### config.mk
export PLATFORM = sky130hd
export DESIGN_NAME = alu_seq_flat
export DESIGN_NICKNAME = d
export VERILOG_FILES = /design/src/rtl/alu_seq_if.sv /design/src/rtl/alu_seq.sv /design/src/flat_wrapper.sv
export SDC_FILE = /design/constraint.sdc
export NUM_CORES = 1
export LEC_CHECK = 0
export BUFFER_PORTS_ARGS = -buffer_cell sky130_fd_sc_hd__buf_2
export CORE_MARGIN = 2
export CORE_UTILIZATION = 30
export DETAILED_ROUTE_END_ITERATION = 7
export GPL_TIMING_DRIVEN = 1
export SKIP_CTS_REPAIR_TIMING = 1
export SKIP_LAST_GASP = 1
export SLEW_MARGIN = 10
export SYNTH_ARGS = -nofsm -noshare
export SYNTH_HDL_FRONTEND = slang
export SYNTH_SLANG_ARGS = --single-unit
### constraint.sdc
create_clock -name clk -period 2.7 [get_ports clk]
set_input_delay 0.135 -clock clk [delete_from_list [all_inputs] [get_ports clk]]
set_output_delay 0.135 -clock clk [all_outputs]
set_load 0.05 [all_outputs]
### src/rtl/alu_seq_if.sv
// alu_seq_if: request/response bundle between the MiniCPU decoder/writeback
// and the sequential ALU. The requester side (decoder + writeback) uses the
// master modport; the ALU uses the slave modport.
interface alu_seq_if #(
  parameter int WIDTH = 8
);
  logic             in_valid;
  logic             in_ready;
  logic [2:0]       op;
  logic [WIDTH-1:0] operand_a;
  logic [WIDTH-1:0] operand_b;
  logic             out_valid;
  logic             out_ready;
  logic [WIDTH-1:0] result;
  logic             flag_carry;
  logic             flag_ov;
  logic             flag_zero;
  logic             flag_err;

  modport master (
    output in_valid, op, operand_a, operand_b, out_ready,
    input  in_ready, out_valid, result, flag_carry, flag_ov, flag_zero, flag_err
  );

  modport slave (
    input  in_valid, op, operand_a, operand_b, out_ready,
    output in_ready, out_valid, result, flag_carry, flag_ov, flag_zero, flag_err
  );
endinterface

### src/rtl/alu_seq.sv
// alu_seq: handshaked ALU. Single-cycle ADD/SUB/AND/OR/COMP, iterative
// one-bit-per-cycle SHL/SHR and shift-add MUL. Result and flags are registered
// and held in DONE until the consumer takes them.
//
// Optional feature: define ALU_SEQ_MUL_EN to build the iterative multiplier.
// Without it, opcode 6 completes at once with result 0 and flag_err set.
//
// state | meaning
// ------+------------------------------------------------------------
// IDLE  | waiting for a request; in_ready high
// EXEC  | iterating a shift (n cycles) or a multiply (WIDTH cycles)
// DONE  | result/flags valid and frozen until out_ready
module alu_seq #(
  parameter int WIDTH = 8
) (
  input logic      clk,
  input logic      rst,
  alu_seq_if.slave bus
);

  localparam int               CW     = $clog2(WIDTH + 1);
  localparam logic [WIDTH-1:0] W_OPND = WIDTH'(WIDTH);
  localparam logic [CW-1:0]    W_CNT  = CW'(WIDTH);
  localparam logic [CW-1:0]    CNT_TC = CW'(1);

  localparam logic [2:0] OP_ADD  = 3'd0;
  localparam logic [2:0] OP_SUB  = 3'd1;
  localparam logic [2:0] OP_AND  = 3'd2;
  localparam logic [2:0] OP_OR   = 3'd3;
  localparam logic [2:0] OP_SHL  = 3'd4;
  localparam logic [2:0] OP_SHR  = 3'd5;
  localparam logic [2:0] OP_MUL  = 3'd6;
  localparam logic [2:0] OP_COMP = 3'd7;

  typedef enum logic [1:0] {
    IDLE = 2'd0,
    EXEC = 2'd1,
    DONE = 2'd2
  } state_t;

  state_t           state_q, state_nxt;
  logic [2:0]       op_q, op_nxt;
  // shift operand for SHL/SHR, multiplier for MUL
  logic [WIDTH-1:0] work_q, work_nxt;
  // iterations left; the last one is at terminal count 1
  logic [CW-1:0]    cnt_q, cnt_nxt;
  // sticky: a one has been shifted out of the top during SHL
  logic             shl_ov_q, shl_ov_nxt;

  logic [WIDTH-1:0] result_q, result_nxt;
  logic             carry_q, carry_nxt;
  logic             ov_q, ov_nxt;
  logic             zero_q, zero_nxt;
  logic             err_q, err_nxt;

`ifdef ALU_SEQ_MUL_EN
  logic [2*WIDTH-1:0] acc_q, acc_nxt;
  logic [2*WIDTH-1:0] mcand_q, mcand_nxt;
  logic [2*WIDTH-1:0] acc_step;
`endif

  logic [WIDTH:0]   add_sum;
  logic [WIDTH-1:0] sub_diff;
  logic             a_lt_b;
  logic             a_eq_b;
  logic             a_gt_b;
  logic [CW-1:0]    shift_n;
  logic [WIDTH-1:0] shift_step;

  assign add_sum  = {1'b0, bus.operand_a} + {1'b0, bus.operand_b};
  assign sub_diff = bus.operand_a - bus.operand_b;
  assign a_lt_b   = (bus.operand_a < bus.operand_b);
  assign a_eq_b   = (bus.operand_a == bus.operand_b);
  assign a_gt_b   = (bus.operand_a > bus.operand_b);

  // shift amounts beyond the word width all produce the same result, so clamp
  assign shift_n  = (bus.operand_b >= W_OPND) ? W_CNT : bus.operand_b[CW-1:0];

  assign shift_step = (op_q == OP_SHL) ? (work_q << 1) : (work_q >> 1);

`ifdef ALU_SEQ_MUL_EN
  assign acc_step = work_q[0] ? (acc_q + mcand_q) : acc_q;
`endif

  // State register.
  always_ff @(posedge clk) begin
    if (rst) begin
      state_q <= IDLE;
    end else begin
      state_q <= state_nxt;
    end
  end

  // Next-state and datapath update: accept, iterate, complete, release.
  always_comb begin
    state_nxt  = state_q;
    op_nxt     = op_q;
    work_nxt   = work_q;
    cnt_nxt    = cnt_q;
    shl_ov_nxt = shl_ov_q;
    result_nxt = result_q;
    carry_nxt  = carry_q;
    ov_nxt     = ov_q;
    zero_nxt   = zero_q;
    err_nxt    = err_q;
`ifdef ALU_SEQ_MUL_EN
    acc_nxt    = acc_q;
    mcand_nxt  = mcand_q;
`endif

    unique case (state_q)
      IDLE: begin
        if (bus.in_valid) begin
          op_nxt    = bus.op;
          carry_nxt = 1'b0;
          ov_nxt    = 1'b0;
          err_nxt   = 1'b0;
          state_nxt = DONE;
          case (bus.op)
            OP_ADD: begin
              result_nxt = add_sum[WIDTH-1:0];
              carry_nxt  = add_sum[WIDTH];
              ov_nxt     = add_sum[WIDTH];
            end
            OP_SUB: begin
              result_nxt = sub_diff;
              carry_nxt  = a_lt_b;
              ov_nxt     = a_lt_b;
            end
            OP_AND: result_nxt = bus.operand_a & bus.operand_b;
            OP_OR:  result_nxt = bus.operand_a | bus.operand_b;
            OP_COMP: result_nxt = {{(WIDTH-3){1'b0}}, a_gt_b, a_eq_b, a_lt_b};
            OP_SHL, OP_SHR: begin
              if (shift_n == '0) begin
                result_nxt = bus.operand_a;
              end else begin
                work_nxt   = bus.operand_a;
                cnt_nxt    = shift_n;
                shl_ov_nxt = 1'b0;
                state_nxt  = EXEC;
              end
            end
            OP_MUL: begin
`ifdef ALU_SEQ_MUL_EN
              acc_nxt   = '0;
              mcand_nxt = {{WIDTH{1'b0}}, bus.operand_a};
              work_nxt  = bus.operand_b;
              cnt_nxt   = W_CNT;
              state_nxt = EXEC;
`else
              result_nxt = '0;
              err_nxt    = 1'b1;
`endif
            end
            default: result_nxt = '0;
          endcase
        end
      end

      EXEC: begin
        cnt_nxt = cnt_q - CNT_TC;
        if (op_q == OP_MUL) begin
`ifdef ALU_SEQ_MUL_EN
          acc_nxt   = acc_step;
          mcand_nxt = mcand_q << 1;
          work_nxt  = work_q >> 1;
          if (cnt_q == CNT_TC) begin
            result_nxt = acc_step[WIDTH-1:0];
            ov_nxt     = |acc_step[2*WIDTH-1:WIDTH];
            state_nxt  = DONE;
          end
`else
          state_nxt = IDLE;
`endif
        end else begin
          work_nxt   = shift_step;
          shl_ov_nxt = shl_ov_q | ((op_q == OP_SHL) & work_q[WIDTH-1]);
          if (cnt_q == CNT_TC) begin
            result_nxt = shift_step;
            ov_nxt     = shl_ov_nxt;
            state_nxt  = DONE;
          end
        end
      end

      DONE: begin
        if (bus.out_ready) begin
          state_nxt = IDLE;
        end
      end

      default: state_nxt = IDLE;
    endcase

    // zero flag follows whatever result is being committed on entry to DONE
    if ((state_q != DONE) && (state_nxt == DONE)) begin
      zero_nxt = (result_nxt == '0);
    end
  end

  // Datapath and output registers; reset discards any operation in flight.
  always_ff @(posedge clk) begin
    if (rst) begin
      op_q     <= '0;
      work_q   <= '0;
      cnt_q    <= '0;
      shl_ov_q <= 1'b0;
      result_q <= '0;
      carry_q  <= 1'b0;
      ov_q     <= 1'b0;
      zero_q   <= 1'b0;
      err_q    <= 1'b0;
`ifdef ALU_SEQ_MUL_EN
      acc_q    <= '0;
      mcand_q  <= '0;
`endif
    end else begin
      op_q     <= op_nxt;
      work_q   <= work_nxt;
      cnt_q    <= cnt_nxt;
      shl_ov_q <= shl_ov_nxt;
      result_q <= result_nxt;
      carry_q  <= carry_nxt;
      ov_q     <= ov_nxt;
      zero_q   <= zero_nxt;
      err_q    <= err_nxt;
`ifdef ALU_SEQ_MUL_EN
      acc_q    <= acc_nxt;
      mcand_q  <= mcand_nxt;
`endif
    end
  end

  assign bus.in_ready   = (state_q == IDLE);
  assign bus.out_valid  = (state_q == DONE);
  assign bus.result     = result_q;
  assign bus.flag_carry = carry_q;
  assign bus.flag_ov    = ov_q;
  assign bus.flag_zero  = zero_q;
  assign bus.flag_err   = err_q;

endmodule

### src/flat_wrapper.sv
// flat-port wrapper written by rule: the top's interface ports become plain ports
module alu_seq_flat 
#(
  parameter int WIDTH = 8
)
  (clk, rst, bus_in_valid, bus_op, bus_operand_a, bus_operand_b, bus_out_ready, bus_in_ready, bus_out_valid, bus_result, bus_flag_carry, bus_flag_ov, bus_flag_zero, bus_flag_err);
  alu_seq_if #(.WIDTH(WIDTH)) bus_i ();
  input logic clk;
  input logic rst;
  input wire logic [$bits(bus_i.in_valid)-1:0] bus_in_valid;
  input wire logic [$bits(bus_i.op)-1:0] bus_op;
  input wire logic [$bits(bus_i.operand_a)-1:0] bus_operand_a;
  input wire logic [$bits(bus_i.operand_b)-1:0] bus_operand_b;
  input wire logic [$bits(bus_i.out_ready)-1:0] bus_out_ready;
  output wire logic [$bits(bus_i.in_ready)-1:0] bus_in_ready;
  output wire logic [$bits(bus_i.out_valid)-1:0] bus_out_valid;
  output wire logic [$bits(bus_i.result)-1:0] bus_result;
  output wire logic [$bits(bus_i.flag_carry)-1:0] bus_flag_carry;
  output wire logic [$bits(bus_i.flag_ov)-1:0] bus_flag_ov;
  output wire logic [$bits(bus_i.flag_zero)-1:0] bus_flag_zero;
  output wire logic [$bits(bus_i.flag_err)-1:0] bus_flag_err;
  assign bus_i.in_valid = bus_in_valid;
  assign bus_i.op = bus_op;
  assign bus_i.operand_a = bus_operand_a;
  assign bus_i.operand_b = bus_operand_b;
  assign bus_i.out_ready = bus_out_ready;
  assign bus_in_ready = bus_i.in_ready;
  assign bus_out_valid = bus_i.out_valid;
  assign bus_result = bus_i.result;
  assign bus_flag_carry = bus_i.flag_carry;
  assign bus_flag_ov = bus_i.flag_ov;
  assign bus_flag_zero = bus_i.flag_zero;
  assign bus_flag_err = bus_i.flag_err;
  alu_seq #(.WIDTH(WIDTH)) u_core (.clk(clk), .rst(rst), .bus(bus_i));
endmodule
* Word-level counts from Yosys, hierarchy flattened *
Index checks and enable logic that the tools add are counted.

word-level totals
  register bits = 30
  latch bits = 0
  RAM bits = 0
  memory bits (read-only) = 0
  output and inout port bits = 14
  word-level logic and storage cells = 86
  memories = 0

operators by class
  $add $sub $neg = 3
  $mul = 0
  divide/modulo/power cells = 0
  order comparisons = 3
  equality and inequality tests = 20
  shift-type cells = 0
  mux-type cells = 35
  bitwise gates (word level) = 4
  reduce and logical (&&, ||, !) cells = 11

operators by type and width
  operator                                                               number
  8-bit two-way mux                                                      9
  8-bit one-hot mux with 7 select lines                                  1
  8-bit one-hot mux with 2 select lines                                  2
  3-bit equality test, second input constant                             6
  4-bit two-way mux                                                      4
  2-bit two-way mux                                                      6
  8-bit by 8-bit adder with 9-bit output                                 1
  8-bit AND                                                              1
  8-bit equality test                                                    1
  8-bit by 4-bit >= comparator with 1-bit output, second input constant  1
  8-bit greater-than comparator                                          1
  8-bit logical NOT                                                      1
  8-bit < comparator                                                     1
  1-bit two-way mux                                                      8
  2-bit inequality test, second input constant                           4
  8-bit OR                                                               1
  4-bit one-hot mux with 2 select lines                                  1
  4-bit AND reduction                                                    2
  8-bit subtractor                                                       1
  3-bit by 2-bit equality test with 1-bit output, second input constant  2
  1-bit one-hot mux with 2 select lines                                  3
  2-bit one-hot mux with 3 select lines                                  1
  5-bit AND reduction                                                    1
  2-bit equality test, second input constant                             2
  14 further kinds                                                       15

* Depth between registers and ports, before layout *
  word-level depth = 9
  mapped depth = 11
  depth with buffers taken out = 11

* Least setup slack after synthesis *
OpenSTA, ideal clock, no wires.

  kind = in2reg
  from = input bus_operand_a[0]
  to = register u_core.zero_q (netlist: u_core.bus.flag_zero)
  setup time = 114 ps
  data arrival time = 2283 ps
  data required time = 2586 ps
  setup slack = 303 ps
  stages = 11
  cell sequence = inv_1 ha_1 fa_1 or2_1 a211oi_1 mux2i_1 a31oi_1 nor2_1 o41ai_1 nor4_2 a21o_1

on the way
  word-level cells in the longest chain between the ends = 5
  elaborated cells on any way between the ends = 12
  those cells by class = add/sub: 2; order compare: 2; eq/ne: 1; mux: 4; bitwise: 2; reduce/logical: 1

RTL lines
  element                                   RTL line            text
  from (decl)                               flat_wrapper.sv:12  input wire logic [$bits(bus_i.operand_a)-1:0] bus_operand_a;
  8-bit subtractor (tied with other cells)  alu_seq.sv:71       assign sub_diff = bus.operand_a - bus.operand_b;
  8-bit one-hot mux with 7 select lines *   alu_seq.sv:119      case (bus.op)
  8-bit two-way mux *                       alu_seq.sv:113      if (bus.in_valid) begin
  8-bit one-hot mux with 2 select lines *   alu_seq.sv:111      unique case (state_q)
  8-bit logical NOT *                       alu_seq.sv:197      zero_nxt = (result_nxt == '0);
  to (signal assigned)                      alu_seq.sv:225      zero_q <= zero_nxt;
  to (decl)                                 alu_seq.sv:53       logic zero_q, zero_nxt;

Every way passes the cells marked *; elsewhere a longest branch is shown, timed or not.
A chain may end at the register's enable or synchronous reset.

* Final worst setup path *
Same ends and word-level chain as after synthesis.

==> flow_summary.json <==
{
  "status": "completed",
  "synth_top_area_share": 0.2040,
  "start_kind": "input port",
  "synth_commonest_cells": "51 x nor2_1, 34 x a21oi_1, 32 x nand2_1",
  "fin_nets": 501,
  "numCtsBuffers": 5,
  "post_drt_wl_per_cell_um": 17.29,
  "cp-end-kind": "flip-flop",
  "drt-initial-drc-count": 335,
  "syn_nets": 459,
  "whs_endpoint": "u_core.op_q[2]",
  "power_density_nw_per_um2": 419.6,
  "hold_class": "in2reg",
  "coreArea_um2": 9639,
  "ys_warn_count": 0,
  "clkSinkCount": 30,
  "ys_ff_latch": 30,
  "reg2reg_setup_slack_ns": 0.37,
  "grt_use_total": 0.1936,
  "dp.final_hpwl_um": 8022,
  "ys_async_sr_fraction": 0,
  "min_period_ns": 2.491,
  "synth.area.top_cells": "dfxtp_1 20%, ha_1 11%, nor2_1 6.5%",
  "fin_crit_sh": 0.9225,
  "grt_pass1_wl_um": 15860,
  "yosysSeqAreaShare": 0.2040,
  "p_sw_frac": 0.3886,
  "finalSetupTns_ns": 0,
  "critPathKind": "in2reg",
  "clk_pin_slew_worst_paths_ns": 0.06,
  "dr.pass1.iters": 5,
  "gp_congestion": 0.9398,
  "final_area_um2": 3450,
  "slew-limit-headroom": 0.3419,
  "diodes": 0,
  "grt_pass1_vias": 2983,
  "arrival_ns": 2.67,
  "antenna_left": 0,
  "dr_total_vias": 3208,
  "die_h_um": 103.1,
  "ir_worst_vdd_mv": 0.2239,
  "placed_cells_incl_taps": 576,
  "crit_required_ns": 2.87,
  "syn_to_final_growth_pct": 17.17,
  "placed_area_um2": 3358,
  "drv_slew": 0,
  "finalSetupViolCount": 0,
  "synth_area_um2": 2944,
  "utilization": 0.3579,
  "min_path_cells": 3,
  "clock_skew_ns": 0.002628,
  "place_ws_ns": -0.04203,
  "wirelength_um": 10100,
  "p_sw_uw": 562.4,
  "grt.overflow.total": 0,
  "max_freq_mhz": 401.5,
  "r2r_start": "u_core.cnt_q[0]",
  "setup_ws_ns": 0.2092,
  "synth_most_common_cell": "nor2_1",
  "die_w_um": 103.1,
  "io_pins": 37,
  "rows": 36,
  "netlist.top_cell.by_area": "dfxtp_1",
  "drive_gt1_frac": 0.1707,
  "p_clk_frac": 0.259,
  "dieArea_um2": 10620,
  "rr_worst_depth": 8,
  "timing_worst_slew_pin_value_ns": 0.9835,
  "synthCells": 408,
  "timing.rr.end": "u_core.bus.flag_zero",
  "clockRootBuffer": "clkbuf_8",
  "h-tree-depth": 2,
  "ys_types": 55,
  "leakage_nw": 1.451,
  "synth_edf_count": 0,
  "rsz0062_at_grt": "no",
  "ys.flop_type": "dfxtp_1",
  "clock_latency_ns": 0.28,
  "p_int_uw": 884.9,
  "via_per_inst": 5.493,
  "path_max_fanout": 3,
  "final_cells": 584,
  "pwr-share-comb": 0.391,
  "cts_tree": "done",
  "grt_max_degree": 29,
  "seqPwrFrac": 0.350,
  "start_util": 0.3054,
  "power.total_mw": 1.447,
  "maxCapViolCount": 0,
  "hold_viol_final": 0,
  "antenna_found_initial": 0,
  "holdWs_ns": 0.1565,
  "min_from": "bus_op[2]",
  "syn_area_per_cell_um2": 7.216,
  "cts_buffer_depth": 2,
  "numPortBuffers": 36,
  "drc_errors": 0
}
cells by family (layout without fill, tap and decap cells):
family                     Yosys count  count (layout)  synth area share
DFF                                 30              30            0.2040
and+or+nand+nor                    147             147            0.2414
adders and majority gates           28              28            0.1241
AOI/OAI and AO/OA                  127             127            0.2852
muxes                               16              16           0.05482
buffers and inverters               54              97           0.07267
xor gates and xnor gates             6               6           0.01785
layer usage:
metal / GRT usage / share of wire
met1: 0.2756 / 0.47
met2: 0.2957 / 0.43
met3: 0.03119 / 0.066
met4: 0.06680 / 0.034
met5: 0 / 0
critical path, cell delays in order:
cell and delay [ns]:
buf_2 0.09, inv_1 0.05, ha_1 0.21, fa_1 0.42, or2_1 0.27, a211oi_1 0.41
mux2i_1 0.14, a31oi_1 0.16, nor2_1 0.07, o41ai_1 0.35, buf_4 0.17, nor4_2 0.04
a21o_1 0.16
cell type report:
class / instances / area [µm²]
Sequential cell: 30 / 600.6
Multi-Input combinational cell: 324 / 2130
Tap cell: 133 / 166.4
Timing Repair Buffer: 58 / 345.3
Fill cell: 1052 / 6190
Clock inverter: 1 / 5.005
Clock buffer: 7 / 86.33
Inverter: 31 / 116.4
flip-flops by register name (all words and copies together), names as in the netlist:
name                   flops
u_core.bus.flag_err        1
u_core.state_q             2
u_core.work_q              8
u_core.bus.flag_ov         1
u_core.cnt_q               4
u_core.bus.flag_carry      1
u_core.op_q                3
u_core.bus.flag_zero       1
u_core.shl_ov_q            1
u_core.bus.result          8
power by group through the flow:
stage / clock network, mW / registers (mW) / logic (mW)
after global placement: 0 / 0.515 / 0.550
final: 0.375 / 0.507 / 0.566
after detailed placement: 0 / 0.516 / 0.555
after floorplan: 0 / 0.545 / 0.344
after global routing: 0.402 / 0.511 / 0.612
after CTS: 0.386 / 0.506 / 0.558
placed cells by master, fill, tap and decap left out, types with 15 or more instances in the layout:
cell type / instances
dfxtp_1: 30
ha_1: 26
nor2_1: 51
nand2_1: 32
a21oi_1: 34
buf_2: 36
mux2i_1: 15
nor3_1: 16
buf_4: 22
o21ai_0: 27
inv_1: 31
worst max path at each step:
| stage | from | endpoint | slack (ns) | depth (start not counted) |
|---|---|---|---|---|
| detailed placement | bus_operand_a[0] | u_core.bus.flag_zero | -0.04 | 13 |
| global route | bus_operand_a[0] | u_core.bus.flag_zero | 0.08 | 13 |
| floorplan | bus_operand_a[0] | u_core.bus.flag_zero | 0.30 | 11 |
| finish | bus_operand_a[0] | u_core.bus.flag_zero | 0.21 | 13 |
| global placement | bus_operand_a[0] | u_core.bus.flag_zero | 0.02 | 13 |
| CTS | bus_operand_a[0] | u_core.bus.flag_zero | 0.24 | 13 |
Power figures use the tool's default switching activity.
